**src/rtl/spi_frame_pkg.sv**
```systemverilog
// Shared types for the SPI frame capture block: word width, frame struct and FSM states.
package spi_frame_pkg;

  localparam int WORD_W = 16;

  typedef struct packed {
    logic [WORD_W-1:0] p1;
    logic [WORD_W-1:0] p2;
  } frame_t;

  typedef enum logic [1:0] {
    IDLE    = 2'd0,
    LOADING = 2'd1,
    SETTLE  = 2'd2,
    HOLD    = 2'd3
  } fstate_t;

endpackage

```
**src/rtl/spi_frame_capture_if.sv**
```systemverilog
// Bus bundle between the MCU/SPI receiver/consumer side and spi_frame_capture.
interface spi_frame_capture_if
  import spi_frame_pkg::*;
#(
  parameter int CNT_W = 8
) ();

  logic              load;
  logic [WORD_W-1:0] p1;
  logic [WORD_W-1:0] p2;
  logic              frame_ready;
  logic              overrun_clr;
  logic              frame_valid;
  logic [WORD_W-1:0] p1_out;
  logic [WORD_W-1:0] p2_out;
  logic [CNT_W-1:0]  frame_count;
  logic              overrun;

  modport master (
    output load, p1, p2, frame_ready, overrun_clr,
    input  frame_valid, p1_out, p2_out, frame_count, overrun
  );

  modport slave (
    input  load, p1, p2, frame_ready, overrun_clr,
    output frame_valid, p1_out, p2_out, frame_count, overrun
  );

endinterface

```
**src/rtl/sync2.sv**
```systemverilog
// Two-flop synchronizer with asynchronous active-low reset (both flops clear to 0).
module sync2 (
  input  logic clk,
  input  logic reset_n,
  input  logic d,
  output logic q
);

  logic meta_r;
  logic sync_r;

  // Metastability settling chain.
  always_ff @(posedge clk or negedge reset_n) begin
    if (!reset_n) begin
      meta_r <= 1'b0;
      sync_r <= 1'b0;
    end else begin
      meta_r <= d;
      sync_r <= meta_r;
    end
  end

  assign q = sync_r;

endmodule

```
**src/rtl/spi_frame_capture.sv**
```systemverilog
// Captures p1/p2 words when the MCU load strobe falls and presents them with a valid/ready handshake.
// Optional change-only capture is enabled by defining SPI_FRAME_CHANGE_ONLY_EN.
module spi_frame_capture
  import spi_frame_pkg::*;
#(
  parameter int WORD_W = 16,
  parameter int CNT_W  = 8
) (
  input logic              clk,
  input logic              reset_n,
  spi_frame_capture_if.slave bus
);

  if (WORD_W != 16) begin : g_word_w_chk
    $error("spi_frame_capture supports WORD_W = 16 only");
  end

  fstate_t          state_r;
  fstate_t          state_nxt_s;
  logic             load_s;
  logic             load_prev_r;
  logic             seen_r;
  logic             fall_s;
  logic             hs_s;
  logic             set_ovr_s;
  logic             capture_s;
  logic             same_s;
  logic             valid_r;
  frame_t           cap_r;
  logic [CNT_W-1:0] cnt_r;
  logic             overrun_r;

  sync2 u_load_sync (
    .clk     (clk),
    .reset_n (reset_n),
    .d       (bus.load),
    .q       (load_s)
  );

  assign fall_s    = load_prev_r & ~load_s;
  assign hs_s      = valid_r & bus.frame_ready;
  assign capture_s = (state_r == SETTLE) && (state_nxt_s == HOLD);

`ifdef SPI_FRAME_CHANGE_ONLY_EN
  frame_t last_r;

  // Remembers the last frame the consumer accepted, for duplicate suppression.
  always_ff @(posedge clk or negedge reset_n) begin
    if (!reset_n) begin
      last_r <= '0;
    end else if (hs_s) begin
      last_r <= cap_r;
    end
  end

  assign same_s = ({bus.p1, bus.p2} == last_r);
`else
  assign same_s = 1'b0;
`endif

  // Next-state and overrun-event decode.
  always_comb begin
    state_nxt_s = state_r;
    set_ovr_s   = 1'b0;
    case (state_r)
      IDLE: begin
        if (load_s) state_nxt_s = LOADING;
        else        state_nxt_s = IDLE;
      end
      LOADING: begin
        // seen_r filters a load that was high for only one synchronized sample.
        if (load_s)      state_nxt_s = LOADING;
        else if (seen_r) state_nxt_s = SETTLE;
        else             state_nxt_s = IDLE;
      end
      SETTLE: begin
        if (same_s) state_nxt_s = IDLE;
        else        state_nxt_s = HOLD;
      end
      HOLD: begin
        if (hs_s) begin
          if (load_s) state_nxt_s = LOADING;
          else        state_nxt_s = IDLE;
        end else begin
          state_nxt_s = HOLD;
          set_ovr_s   = fall_s;
        end
      end
      default: begin
        state_nxt_s = IDLE;
        set_ovr_s   = 1'b0;
      end
    endcase
  end

  // FSM state and load history.
  always_ff @(posedge clk or negedge reset_n) begin
    if (!reset_n) begin
      state_r     <= IDLE;
      load_prev_r <= 1'b0;
      seen_r      <= 1'b0;
    end else begin
      state_r     <= state_nxt_s;
      load_prev_r <= load_s;
      seen_r      <= load_s && (state_r != IDLE);
    end
  end

  // Output datapath: valid flag, captured words, accepted-frame counter and sticky overrun.
  always_ff @(posedge clk or negedge reset_n) begin
    if (!reset_n) begin
      valid_r   <= 1'b0;
      cap_r     <= '0;
      cnt_r     <= '0;
      overrun_r <= 1'b0;
    end else begin
      valid_r <= (state_nxt_s == HOLD);
      if (capture_s) begin
        cap_r.p1 <= bus.p1;
        cap_r.p2 <= bus.p2;
      end
      if (hs_s) begin
        cnt_r <= cnt_r + CNT_W'(1);
      end
      // A new drop wins over a simultaneous clear.
      if (set_ovr_s) begin
        overrun_r <= 1'b1;
      end else if (bus.overrun_clr) begin
        overrun_r <= 1'b0;
      end
    end
  end

  assign bus.frame_valid = valid_r;
  assign bus.p1_out      = cap_r.p1;
  assign bus.p2_out      = cap_r.p2;
  assign bus.frame_count = cnt_r;
  assign bus.overrun     = overrun_r;

endmodule

```
**src/flat_wrapper.sv**
```systemverilog
// flat-port wrapper written by rule: the top's interface ports become plain ports
module spi_frame_capture_flat import spi_frame_pkg::*;
#(
  parameter int WORD_W = 16,
  parameter int CNT_W  = 8
)
  (clk, reset_n, bus_load, bus_p1, bus_p2, bus_frame_ready, bus_overrun_clr, bus_frame_valid, bus_p1_out, bus_p2_out, bus_frame_count, bus_overrun);
  spi_frame_capture_if #(.CNT_W(CNT_W)) bus_i ();
  input logic clk;
  input logic reset_n;
  input wire logic [$bits(bus_i.load)-1:0] bus_load;
  input wire logic [$bits(bus_i.p1)-1:0] bus_p1;
  input wire logic [$bits(bus_i.p2)-1:0] bus_p2;
  input wire logic [$bits(bus_i.frame_ready)-1:0] bus_frame_ready;
  input wire logic [$bits(bus_i.overrun_clr)-1:0] bus_overrun_clr;
  output wire logic [$bits(bus_i.frame_valid)-1:0] bus_frame_valid;
  output wire logic [$bits(bus_i.p1_out)-1:0] bus_p1_out;
  output wire logic [$bits(bus_i.p2_out)-1:0] bus_p2_out;
  output wire logic [$bits(bus_i.frame_count)-1:0] bus_frame_count;
  output wire logic [$bits(bus_i.overrun)-1:0] bus_overrun;
  assign bus_i.load = bus_load;
  assign bus_i.p1 = bus_p1;
  assign bus_i.p2 = bus_p2;
  assign bus_i.frame_ready = bus_frame_ready;
  assign bus_i.overrun_clr = bus_overrun_clr;
  assign bus_frame_valid = bus_i.frame_valid;
  assign bus_p1_out = bus_i.p1_out;
  assign bus_p2_out = bus_i.p2_out;
  assign bus_frame_count = bus_i.frame_count;
  assign bus_overrun = bus_i.overrun;
  spi_frame_capture #(.WORD_W(WORD_W), .CNT_W(CNT_W)) u_core (.clk(clk), .reset_n(reset_n), .bus(bus_i));
endmodule
```
**config.mk**
```make
export PLATFORM = sky130hd
export DESIGN_NAME = spi_frame_capture_flat
export DESIGN_NICKNAME = d
export VERILOG_FILES = /design/src/rtl/spi_frame_pkg.sv /design/src/rtl/spi_frame_capture_if.sv /design/src/rtl/sync2.sv /design/src/rtl/spi_frame_capture.sv /design/src/flat_wrapper.sv
export SDC_FILE = /design/constraint.sdc
export NUM_CORES = 1
export LEC_CHECK = 0
export CELL_PAD_IN_SITES_DETAIL_PLACEMENT = 1
export CELL_PAD_IN_SITES_GLOBAL_PLACEMENT = 1
export CORE_MARGIN = 1.5
export CORE_UTILIZATION = 31
export DETAILED_ROUTE_END_ITERATION = 6
export PLACE_DENSITY_LB_ADDON = 0.1
export SLEW_MARGIN = 30
export SYNTH_ARGS = -nofsm -noshare
export SYNTH_HDL_FRONTEND = slang
export SYNTH_HIERARCHICAL = 1
export SYNTH_SLANG_ARGS = --single-unit
```
**constraint.sdc**
```tcl
create_clock -name clk -period 1.12 [get_ports clk]
set_input_delay 0.168 -clock clk [delete_from_list [all_inputs] [get_ports clk]]
set_output_delay 0.168 -clock clk [all_outputs]
set_load 0.1 [all_outputs]
```
==> flow_summary.json <==
{
  "synth_ff_type": "dfrtp_1",
  "synth_warnings": 6,
  "syn_nets": 155,
  "synth_area_leader_cell": "dfrtp_1",
  "design_area_um2": 3740,
  "period_needed_ns": 1.266,
  "track_usage": 0.1479,
  "cts_sinks": 48,
  "drive_above_1_share": 0.7285,
  "vias": 1304,
  "slew_headroom": 0.7794,
  "syn2layout_area_growth_pct": 90.26,
  "cp_num_buf_inv": 2,
  "finalSetupViolCount": 45,
  "post-synth-top-area-fraction": 0.6111,
  "place.gp.congestion": 0.6994,
  "synth_async_sr_flop_share": 1.000,
  "synthesis.area_um2": 1966,
  "cp_top_family": "flip-flops",
  "synth_common_cells": "48 x dfrtp_1, 30 x mux2_4, 5 x nand2_1, 5 x xor2_1, 4 x nand3_1",
  "vias_per_cell": 4.405,
  "yosysMostFrequentCell": "dfrtp_1",
  "dp_hpwl_mm": 3.224,
  "start_kind": "flip-flop",
  "skew_ns": 0.009614,
  "yosysSeqAreaShare": 0.6111,
  "die_w_um": 82.63,
  "clock_latency_ns": 0.29,
  "routedWlPerCell_um": 16.37,
  "critPathKind": "flip-flop to flip-flop",
  "coreArea_um2": 6026,
  "report.final.slew_viol_count": 0,
  "path_common_cell": "buf_12",
  "crit_chain": "nor2b_4, buf_12, buf_12, mux2_4",
  "cts_buffers": 5,
  "overflow": 0,
  "cp.required_ns": 1.30,
  "die-area_um2": 6828,
  "n_antenna_cell": 0,
  "violations": "setup timing",
  "dr.pass1.iters": 3,
  "finalCritPeriodShare": 1.130,
  "critPathMaxStageDelay_ns": 0.42,
  "grt_pass1_vias": 1469,
  "synthCells": 117,
  "ys_ff_latch": 48,
  "finalHoldViolCount": 0,
  "wirelength_mm": 4.845,
  "synth_edf_count": 0,
  "port_buffers": 78,
  "ant_nets": 0,
  "cts_tree": "done",
  "antenna_found_initial": 0,
  "rsz0062_at_grt": "yes",
  "max_freq_mhz": 790.1,
  "maxCapViolCount": 0,
  "die_h_um": 82.63,
  "critPathCaptureType": "flip-flop",
  "hold_class": "input port to flip-flop",
  "outcome": "finished, violations left",
  "synth_area_leaders": "dfrtp_1 61%, mux2_4 23%, buf_12 3.1%, xor2_1 2.2%, mux2_2 1.7%",
  "cp_data_arrival_time_ns": 1.44,
  "row_count": 28,
  "avgSynthCellArea_um2": 16.80,
  "drt_iter0_markers": 42,
  "synth.distinct_cells": 21,
  "final.setup.worst_slack_ns": -0.1457,
  "place_area_um2": 3397,
  "cts_max_level": 2,
  "cts-root-buf": "clkbuf_8",
  "final_net_count": 259,
  "clk_pin_slew_worst_paths_ns": 0.09,
  "start_util": 0.3262,
  "grt_pass1_wl_mm": 7.500,
  "io_pins": 79,
  "cp_slowest_cell": "dfrtp_1",
  "grt_max_degree": 49,
  "drc": 0,
  "cts_max_path_buffers": 2,
  "cp_max_fo": 10,
  "tightest_slew_ns": 0.3304
}
state kept, by name (all words and copies together) (netlist names):
name,cells
u_core/bus.frame_count,8
u_core/bus.frame_valid,1
u_core/bus.overrun,1
u_core/bus.p1_out,16
u_core/bus.p2_out,16
u_core/load_prev_r,1
u_core/seen_r,1
u_core/state_r,2
u_core/u_load_sync/meta_r,1
u_core/u_load_sync/q,1
area by class of cell:
type                            count  area (um^2)
Clock buffer                        7        96.34
Fill cell                         554         2286
Inverter                            2        7.507
Multi-Input combinational cell     63        792.0
Sequential cell                    48         1272
Tap cell                           75        93.84
Timing Repair Buffer              101         1478
metrics by stage:
step | setup WS, ns | instances | hold WS (ns) | TNS (ns) | utilization
after floorplan | -0.1381 | 117 | -0.1276 | -3.025 | -
after global placement | -0.2218 | 274 | 0.1681 | -4.095 | 0.5637
after detailed placement | -0.3503 | 274 | 0.1756 | -5.582 | 0.5637
after CTS | -0.1569 | 290 | 0.3004 | -4.479 | 0.5974
after global routing | -0.1634 | 296 | 0.2919 | -6.169 | 0.6206
final | -0.1457 | 296 | 0.3127 | -5.072 | 0.6206
timing repair:
| action | CTS | global route |
|---|---|---|
| gates resized for setup | 10 | 13 |
| endpoints found under the hold margin | 48 | 0 |
| setup buffers | 8 | 4 |
| pin swaps | 5 | 3 |
| hold buffers | 1 | 0 |
| setup endpoints to repair | 42 | 47 |
| gates cloned | 0 | 3 |
layer usage:
| layer | share of wire | global-route usage | vias up | wire length, um |
|---|---|---|---|---|
| li1 | - | - | 602 | - |
| met1 | 0.42 | 0.1921 | 651 | 2013 |
| met2 | 0.51 | 0.2293 | 47 | 2456 |
| met3 | 0.070 | 0.05495 | 4 | 340 |
| met4 | 0.0072 | 0.04500 | 0 | 35 |
| met5 | 0 | 0 | - | 0 |
worst reg2reg max path, cell delays in order, from the launching register on:
cell and delay, ns:
dfrtp_1 0.42, nor2b_4 0.14, buf_12 0.14, buf_12 0.15
mux2_4 0.31
cells by family (layout without fill, tap and decap cells):
kind of cell / after synthesis / in the layout / synth area share
compound gates: 3 / 3 / 0.009549
xor+xnor: 7 / 7 / 0.03119
buf+inv: 6 / 110 / 0.04010
fa+ha+maj: 1 / 1 / 0.006364
flops: 48 / 48 / 0.6111
mux: 33 / 33 / 0.2463
simple gates: 19 / 19 / 0.05538
path summary, 6_finish.rpt:
kind | end | cells after the start | slack (ns) | from
max reg2reg | u_core/bus.p2_out[0]$_DFFE_PN0P_ | 4 | -0.15 | u_core/state_r[0]$_DFF_PN0_
min reg2reg | u_core/u_load_sync/q$_DFF_PN0_ | 0 | 0.37 | u_core/u_load_sync/meta_r$_DFF_PN0_
min | u_core/u_load_sync/meta_r$_DFF_PN0_ | 1 | 0.31 | bus_load
max | u_core/bus.p2_out[0]$_DFFE_PN0P_ | 4 | -0.15 | u_core/state_r[0]$_DFF_PN0_
min in group asynchronous | u_core/bus.frame_count[6]$_DFFE_PN0P_ | 3 | 0.38 | reset_n
max in group asynchronous | u_core/bus.p1_out[2]$_DFFE_PN0P_ | 3 | 0.47 | reset_n
placed cells by master, fill, tap and decap left out:
cell	instances
buf_12	46
buf_2	1
buf_4	11
buf_6	5
clkbuf_16	2
clkbuf_8	7
clkdlybuf4s50_1	34
dfrtp_1	7
dfrtp_2	33
dfrtp_4	8
dlygate4sd3_1	1
dlymetal6s2s_1	1
ha_4	1
inv_1	2
mux2_2	1
mux2_4	32
nand2_1	1
nand2_2	3
nand2_4	2
nand2b_1	2
nand3_1	1
nand3_2	1
nand3_4	2
nor2_1	1
nor2_4	1
nor2b_4	1
nor3_2	1
nor3_4	1
nor4_4	1
o21a_1	1
o21ai_2	1
o22ai_1	1
or2b_1	1
xnor2_1	2
xor2_1	5
Power is not shown: default switching activity piles up to over one toggle a cycle in this logic, so the estimate is an artifact.
